[config.mk]
export PLATFORM = sky130hd
export DESIGN_NAME = main_fsm
export DESIGN_NICKNAME = d
export VERILOG_FILES = /design/src/rtl/main_fsm_pkg.sv /design/src/rtl/main_fsm_ctrl_dec.sv /design/src/rtl/main_fsm.sv
export SDC_FILE = /design/constraint.sdc
export NUM_CORES = 1
export LEC_CHECK = 0
export ABC_AREA = 1
export CORE_AREA = 2 2 39 41
export CTS_CLUSTER_SIZE = 14
export DETAILED_ROUTE_END_ITERATION = 10
export DIE_AREA = 0 0 41 43
export PLACE_DENSITY_LB_ADDON = 0.3
export SKIP_LAST_GASP = 1
export SLEW_MARGIN = 40
export SYNTH_ARGS = -nofsm -noshare
export SYNTH_HDL_FRONTEND = slang
export SYNTH_SLANG_ARGS = --single-unit
export TNS_END_PERCENT = 20
[constraint.sdc]
create_clock -name clk -period 1.1 [get_ports clk]
set_input_delay 0.165 -clock clk [delete_from_list [all_inputs] [get_ports clk]]
set_output_delay 0.165 -clock clk [all_outputs]
set_load 0.03 [all_outputs]
[src/rtl/main_fsm_pkg.sv]
// Shared types and constants for the multicycle main controller.
// Build option: MAIN_FSM_LONGMUL_EN adds the long-multiply states.
package main_fsm_pkg;

  // State encodings are visible on the State debug port, so values are fixed.
  typedef enum logic [3:0] {
    FETCH    = 4'd0,
    DECODE   = 4'd1,
    MEMADR   = 4'd2,
    MEMRD    = 4'd3,
    MEMWB    = 4'd4,
    MEMWR    = 4'd5,
    EXECUTER = 4'd6,
    EXECUTEI = 4'd7,
    ALUWB    = 4'd8,
    BRANCH   = 4'd9,
`ifdef MAIN_FSM_LONGMUL_EN
    EXECMUL  = 4'd10,
    MULWB    = 4'd11,
`endif
    UNKNOWN  = 4'd15
  } state_t;

  // ALUSrcB selections
  localparam logic [1:0] SRCB_REG  = 2'b00;
  localparam logic [1:0] SRCB_IMM  = 2'b01;
  localparam logic [1:0] SRCB_FOUR = 2'b10;

  // ResultSrc selections
  localparam logic [1:0] RES_REG = 2'b00;
  localparam logic [1:0] RES_IMM = 2'b01;
  localparam logic [1:0] RES_PC  = 2'b10;

  // One control word per state; all fields are raw requests.
  typedef struct packed {
    logic       ir_write;
    logic       adr_src;
    logic       alu_src_a;
    logic       next_pc;
    logic       reg_w;
    logic       mem_w;
    logic       branch;
    logic       alu_op;
    logic       reg_w_hi;
    logic [1:0] alu_src_b;
    logic [1:0] result_src;
  } ctrl_t;

endpackage

[src/rtl/main_fsm_ctrl_dec.sv]
// Combinational state-to-control-word table for the main controller.
// Build option: MAIN_FSM_LONGMUL_EN enables the EXECMUL/MULWB rows.
module main_fsm_ctrl_dec
  import main_fsm_pkg::*;
(
  input  state_t state,
  output ctrl_t  ctrl
);

  // Everything defaults to 0; each state raises only the signals it uses.
  always_comb begin
    ctrl = '0;
    case (state)
      FETCH: begin
        ctrl.ir_write   = 1'b1;
        ctrl.next_pc    = 1'b1;
        ctrl.alu_src_a  = 1'b1;
        ctrl.alu_src_b  = SRCB_FOUR;
        ctrl.result_src = RES_PC;
      end
      DECODE: begin
        ctrl.alu_src_a  = 1'b1;
        ctrl.alu_src_b  = SRCB_FOUR;
        ctrl.result_src = RES_PC;
      end
      MEMADR: begin
        ctrl.alu_src_b = SRCB_IMM;
      end
      MEMRD: begin
        ctrl.adr_src = 1'b1;
      end
      MEMWB: begin
        ctrl.result_src = RES_IMM;
        ctrl.reg_w      = 1'b1;
      end
      MEMWR: begin
        ctrl.adr_src = 1'b1;
        ctrl.mem_w   = 1'b1;
      end
      EXECUTER: begin
        ctrl.alu_op = 1'b1;
      end
      EXECUTEI: begin
        ctrl.alu_op    = 1'b1;
        ctrl.alu_src_b = SRCB_IMM;
      end
      ALUWB: begin
        ctrl.reg_w = 1'b1;
      end
      BRANCH: begin
        ctrl.alu_src_b  = SRCB_IMM;
        ctrl.result_src = RES_PC;
        ctrl.branch     = 1'b1;
      end
`ifdef MAIN_FSM_LONGMUL_EN
      EXECMUL: begin
        ctrl.alu_op = 1'b1;
      end
      MULWB: begin
        ctrl.reg_w    = 1'b1;
        ctrl.reg_w_hi = 1'b1;
      end
`endif
      default: begin
        ctrl = '0;
      end
    endcase
  end

endmodule

[src/rtl/main_fsm.sv]
// Multicycle main controller: Moore FSM with next-state logic and state register.
// Build option: MAIN_FSM_LONGMUL_EN adds the EXECMUL -> MULWB long-multiply path;
// without it MulLong is ignored and RegWHi stays 0.
module main_fsm
  import main_fsm_pkg::*;
(
  input  logic       clk,
  input  logic       reset,
  input  logic [1:0] Op,
  input  logic [5:0] Funct,
  input  logic       MulLong,
  output logic       IRWrite,
  output logic       AdrSrc,
  output logic       ALUSrcA,
  output logic       NextPC,
  output logic       RegW,
  output logic       MemW,
  output logic       Branch,
  output logic       ALUOp,
  output logic       RegWHi,
  output logic [1:0] ALUSrcB,
  output logic [1:0] ResultSrc,
  output logic [3:0] State
);

  state_t state_q;
  state_t state_d;
  ctrl_t  dec_ctrl;
  ctrl_t  out_ctrl;

  // Only the immediate flag and load/store bit steer the sequence.
  logic [3:0] unused_funct;
  assign unused_funct = Funct[4:1];
`ifndef MAIN_FSM_LONGMUL_EN
  logic unused_mul_long;
  assign unused_mul_long = MulLong;
`endif

  // Next state; instruction fields are only looked at in DECODE and MEMADR.
  always_comb begin
    state_d = FETCH;
    case (state_q)
      FETCH: state_d = DECODE;
      DECODE: begin
        case (Op)
          2'b01: state_d = MEMADR;
          2'b10: state_d = BRANCH;
          2'b11: state_d = UNKNOWN;
          default: begin
            if (Funct[5]) begin
              state_d = EXECUTEI;
            end else begin
`ifdef MAIN_FSM_LONGMUL_EN
              state_d = MulLong ? EXECMUL : EXECUTER;
`else
              state_d = EXECUTER;
`endif
            end
          end
        endcase
      end
      MEMADR:   state_d = Funct[0] ? MEMRD : MEMWR;
      MEMRD:    state_d = MEMWB;
      EXECUTER: state_d = ALUWB;
      EXECUTEI: state_d = ALUWB;
`ifdef MAIN_FSM_LONGMUL_EN
      EXECMUL:  state_d = MULWB;
`endif
      default:  state_d = FETCH;
    endcase
  end

  // State register; reset drops straight back to FETCH, abandoning any instruction.
  always_ff @(posedge clk or negedge reset) begin
    if (!reset) begin
      state_q <= FETCH;
    end else begin
      state_q <= state_d;
    end
  end

  main_fsm_ctrl_dec u_ctrl_dec (
    .state (state_q),
    .ctrl  (dec_ctrl)
  );

  // Hold every control output low while reset is asserted, even though the state reads FETCH.
  always_comb begin
    out_ctrl = reset ? dec_ctrl : '0;
  end

  assign IRWrite   = out_ctrl.ir_write;
  assign AdrSrc    = out_ctrl.adr_src;
  assign ALUSrcA   = out_ctrl.alu_src_a;
  assign NextPC    = out_ctrl.next_pc;
  assign RegW      = out_ctrl.reg_w;
  assign MemW      = out_ctrl.mem_w;
  assign Branch    = out_ctrl.branch;
  assign ALUOp     = out_ctrl.alu_op;
  assign RegWHi    = out_ctrl.reg_w_hi;
  assign ALUSrcB   = out_ctrl.alu_src_b;
  assign ResultSrc = out_ctrl.result_src;
  assign State     = state_q;

endmodule

Word-level counts from Yosys, hierarchy flattened
Index checks and enable logic that the tools add are counted.
{"block": "totals", "ff_bits": 4, "latchBits": 0, "ramBits": 0, "romBits": 0, "in_bits": 11, "output_inout_bits": 17, "wordCells": 34, "n_memories": 0}
{"block": "op_classes", "n_addsub": 0, "mul": 0, "div_mod_pow": 0, "magnitude_cmp": 0, "eq_ne": 12, "shift": 0, "n_mux": 14, "bitwise": 0, "n_reduce_logical": 7}
{"cell": "$pmux W4 S5", "n": 1}
{"cell": "$eq A4 B3 Y1 const B", "n": 4}
{"cell": "$mux W13", "n": 1}
{"cell": "$pmux W4 S3", "n": 1}
{"cell": "$eq A4 B2 Y1 const B", "n": 2}
{"cell": "$eq A4 B4 Y1 const B", "n": 2}
{"cell": "$mux W1", "n": 8}
{"cell": "$pmux W2 S2", "n": 2}
{"cell": "$reduce_or A2 Y1", "n": 4}
{"cell": "$reduce_or A3 Y1", "n": 2}
{"cell": "$eq A2 B2 Y1 const B", "n": 2}
{"cell": "$eq A4 B1 Y1 const B", "n": 1}
{"cell": "$logic_not A4 Y1", "n": 1}
{"cell": "$mux W3", "n": 1}
{"cell": "$eq A2 B1 Y1 const B", "n": 1}

Depth between registers and ports, before layout
{"block": "logic_depth", "ltp_word": 4, "mapped_depth": 6, "mapped_depth_nobuf": 6}

Hierarchy
A second synthesis with hierarchy kept.
{"block": "hier_totals", "cells_unflattened": 96, "area_unflattened_um2": 520.5}
{"module": "main_fsm", "n_inst": 1, "cells_per_inst": 62, "area_each_um2": 374.1, "seq_area_each_um2": 100.1}
{"module": "main_fsm_ctrl_dec", "n_inst": 1, "cells_per_inst": 34, "area_each_um2": 146.4, "seq_area_each_um2": 0.0}

Worst setup path after synthesis
No wires, ideal clock.
{"block": "synth_path", "path_kind": "reg2out", "startpoint": "reg state_q[3], in the netlist State[3]", "endpoint": "out NextPC", "arrival_time_ns": 1.546, "required_ns": 0.935, "path_slack_ns": -0.611, "stages_incl_launch_ff": 5, "n_path_buf": 1, "path_cell_list": "dfrtp_1 -> nor2_2 -> nand2_1 -> nor2_1 -> buf_4"}
{"block": "synth_via", "elab_chain_len": 3}
{"element": "start: declaration", "line_no": "main_fsm.sv:26", "source": "state_t state_q;"}
{"element": "start signal: assignment", "line_no": "main_fsm.sv:78", "source": "state_q <= state_d;"}
{"element": "$logic_not A4 Y1", "line_no": "main_fsm_ctrl_dec.sv:13", "source": "case (state)"}
{"element": "$mux W1", "line_no": "main_fsm_ctrl_dec.sv:13"}
{"element": "$mux W13", "line_no": "main_fsm.sv:89", "source": "out_ctrl = reset ? dec_ctrl : '0;"}
{"element": "end: declaration", "line_no": "main_fsm.sv:15", "source": "output logic NextPC,"}
Every way passes these cells.

Worst setup path after layout
{"block": "layout_path", "startpoint": "reg state_q[1], in the netlist State[1]", "endpoint": "out ALUSrcB[0]"}
{"block": "layout_via", "elab_chain_len": 4, "word_cells_on_any_way": 9, "cone_classes": "eq/ne: 4; mux: 2; reduce/logical: 3"}
{"element": "$eq A4 B2 Y1, or another cell as far along", "line_no": "main_fsm_ctrl_dec.sv:13"}
{"element": "$reduce_or A3 Y1 (no line) / $reduce_or A2 Y1 (equally long branches)"}
{"element": "$pmux W2 S2 (*)", "line_no": "main_fsm_ctrl_dec.sv:13"}
{"element": "$mux W13 (*)", "line_no": "main_fsm.sv:89"}
{"element": "end: declaration", "line_no": "main_fsm.sv:21", "source": "output logic [1:0] ALUSrcB,"}
Mark *: on every way between the ends. The rest lies on a longest branch, timed or not.

==> results.yml <==
floorplanning:
  initial_core_util_pct: 29.39
  core_mm2: 0.001384
  die_w_um: 41
  die_area_mm2: 0.001763
  rows: 14
  ios: 28
  die_h_um: 43
layout:
  syn_to_final_growth_pct: 109.5
  final_area_um2: 852.1
  nets: 118
  nFillCells: 123
  drive_gt1_share_pct: 65.69
  largest_reg_flops: 4
  n_antenna_cell: 0
sta:
  fin_crit_sh_pct: 131.9
  min_period_ns: 1.451
  fin_ws_ns: -0.3512
  rsz0062_at_grt: "yes"
  finClkSkew_ns: 0.001352
  slew_viol_final: 0
  fmax_mhz: 689.1
  hold_viol_final: 0
  finalHoldWorstSlack_ns: 0.09098
  setup_viol: 18
route:
  vias: 501
  drcViolationCount: 0
  ant_nets: 0
  drt_iter0_drc: 5
  wl_met1_um: 460
  drt_wl_total_um: 1134
  top_layer: "met4"
  firstDrtPassIters: 4
  met3_wirelength_um: 61
  viasPerCell: 4.246
  met2WireLength_um: 589
  wl_per_cell_um: 9.610
pwr:
  leakagePower_nw: 0.4469
  peakVddDrop_uv: 1092
  power_density_mw_per_mm2: 2694
global_routing:
  grt_usage_pct: 15.63
  overflow: 0
  antenna_found_initial: 0
  grt_max_degree: 7
  grt_pass1_wl_um: 1800
  grt_pass1_vias: 447
synth:
  synth_nets: 79
  synth_enable_flop_cells: 0
  avgSynthCellArea_um2: 6.256
  synth_seq_area_share_pct: 24.62
  netlist.area_leader.share_pct: 24.62
  synth_commonest_cells: "nand2_1, inv_1, nor2_1"
  synth_top_flop_cell: "dfrtp_1"
  synthCells: 65
  yosysWarnings: 0
  syn_area_um2: 406.6
  synth_top_area_cell: "dfrtp_1"
  synth.top_cells.by_area: "dfrtp_1, nand2_1, ha_1, inv_1, nor2_1"
  yosysMostFrequentCell: "nand2_1"
  synthArstFlopShare_pct: 100.0
  ys_seq_elements: 4
  synthDistinctLibCells: 16
cts:
  htreeDepth: 1
  ctsRootBufferMaster: "clkbuf_4"
  holdBufCountCts: 0
  cts_tree: "yes"
  clkTransAtPathRegs_ns: 0.04
  cts_sinks: 4
  clock_latency_ns: 0.24
  clock_path_buffers: 2
  cts_made_buffers: 3
placed_design:
  port_buffers: 21
  hpwl_um: 864.4
  place_area_um2: 721.9
  gp_congestion: 0.7394
worst_setup_path:
  worst-path-stages: 8
  cp-startpoint: "State[1]"
  worst_setup_path_end_kind: "primary output"
  max_stage_delay_ns: 0.44
  critPathArrivalTime_ns: 1.29
  r2r_cells: 7
  critPathRequiredTime_ns: 0.94
  cp_top_family: "flip-flops"
  cpMostUsedCell: "nand2_1"
  crit_chain: "buf_6, nand2_2, inv_2, nand2_1, nand2_1, nand2_1, nand2_1, buf_6"
  critPathSlowestCell: "dfrtp_2"
  startpoint_type: "flip-flop"
  r2r_start: "State[2]"
  crit_type: "flip-flop to primary output"
  critPathBufInv: 3
  critPathMaxFanout: 3
outcome:
  status: "finished with violations"
  violations: "setup timing"
flow_run:
  maxCapViolations: 0
min_path:
  hold_class: "input port to async pin"
## path summary, 6_finish.rpt
check | to | slack (ns)
worst min-delay path | State[3] | 0.09
max in group asynchronous | State[0] | 0.89
worst max register to register | State[3] | -0.11
worst min register to register | State[3] | 0.67
min in group clk | State[1] | 0.48
worst max-delay path | ALUSrcB[0] | -0.35
## where the power goes
group	internal, mW	total [mW]	leakage [nW]	switching [mW]
sequential	0.219	0.314	0.0461	0.0944
combinational	0.785	1.79	0.387	1.00
clock	0.123	0.196	0.0138	0.0733
total	1.13	2.30	0.447	1.17
## worst reg2reg max path: cells and delay by family (launching register included)
family | cells | cell delay, ns
AOI/OAI and AO/OA | 1 | 0.08
buffers and inverters | 3 | 0.34
and+or+nand+nor | 3 | 0.28
DFF | 1 | 0.44
## stage by stage
| step | power [mW] | utilization, % | worst slack [ns] | std cells | TNS (ns) |
|---|---|---|---|---|---|
| after CTS | 2.136 | 57.87 | -0.3472 | 116 | -3.806 |
| after global placement | 1.766 | 52.17 | -0.3241 | 111 | -3.776 |
| after global routing | 2.447 | 61.57 | -0.4158 | 118 | -4.945 |
| after detailed placement | 1.766 | 52.17 | -0.3460 | 111 | -4.050 |
| after floorplan | 1.231 | - | -0.1995 | 65 | -1.478 |
| final | 2.296 | 61.57 | -0.3512 | 118 | -3.997 |
## routing by layer
metal  vias to the layer above  global-route usage (%)
met5                         -                       0
met4                         0                   12.00
met3                         3                   3.141
met2                        19                   23.13
met1                       212                   18.57
li1                        267                       -
## kinds of logic after synthesis
logic type      Yosys count  synth area share [%]
other cells               1                0.9222
compound gates            5                 6.768
flops                     4                 24.62
simple gates             35                 40.00
buf+inv                  17                 18.46
fa+ha+maj                 3                 9.232
## what timing repair did
action / 4_1_cts / 5_1_grt
endpoints found under the setup margin: 16 / 18
resized for setup: 15 / 8
setup buffers: 2 / 2
pin swaps: 1 / 5
## area by class of cell
type | instances | area (um2) | area share, %
timing repair buffer | 37 | 311.5 | 36.56
clock buffer | 3 | 22.52 | 2.643
inverter | 14 | 55.05 | 6.461
tap | 16 | 20.02 | 2.349
multi-input combinational | 44 | 337.8 | 39.65
sequential | 4 | 105.1 | 12.33
## placed cells by master, fill, tap and decap left out, drive strengths merged
| cell type | synthesis | final |
|---|---|---|
| dfrtp | 4 | 4 |
| conb | 1 | 1 |
| buf | 3 | 32 |
| nor3 | 1 | 1 |
| ha | 3 | 3 |
| nand3 | 5 | 5 |
| o21ai | 3 | 3 |
| nand3b | 1 | 1 |
| clkdlybuf4s50 | 0 | 4 |
| a21oi | 1 | 1 |
| inv | 14 | 14 |
| clkbuf | 0 | 3 |
| nor2 | 12 | 12 |
| dlygate4sd2 | 0 | 1 |
| o21bai | 1 | 1 |
| nand2 | 16 | 16 |
Power figures use the tool's default switching activity.
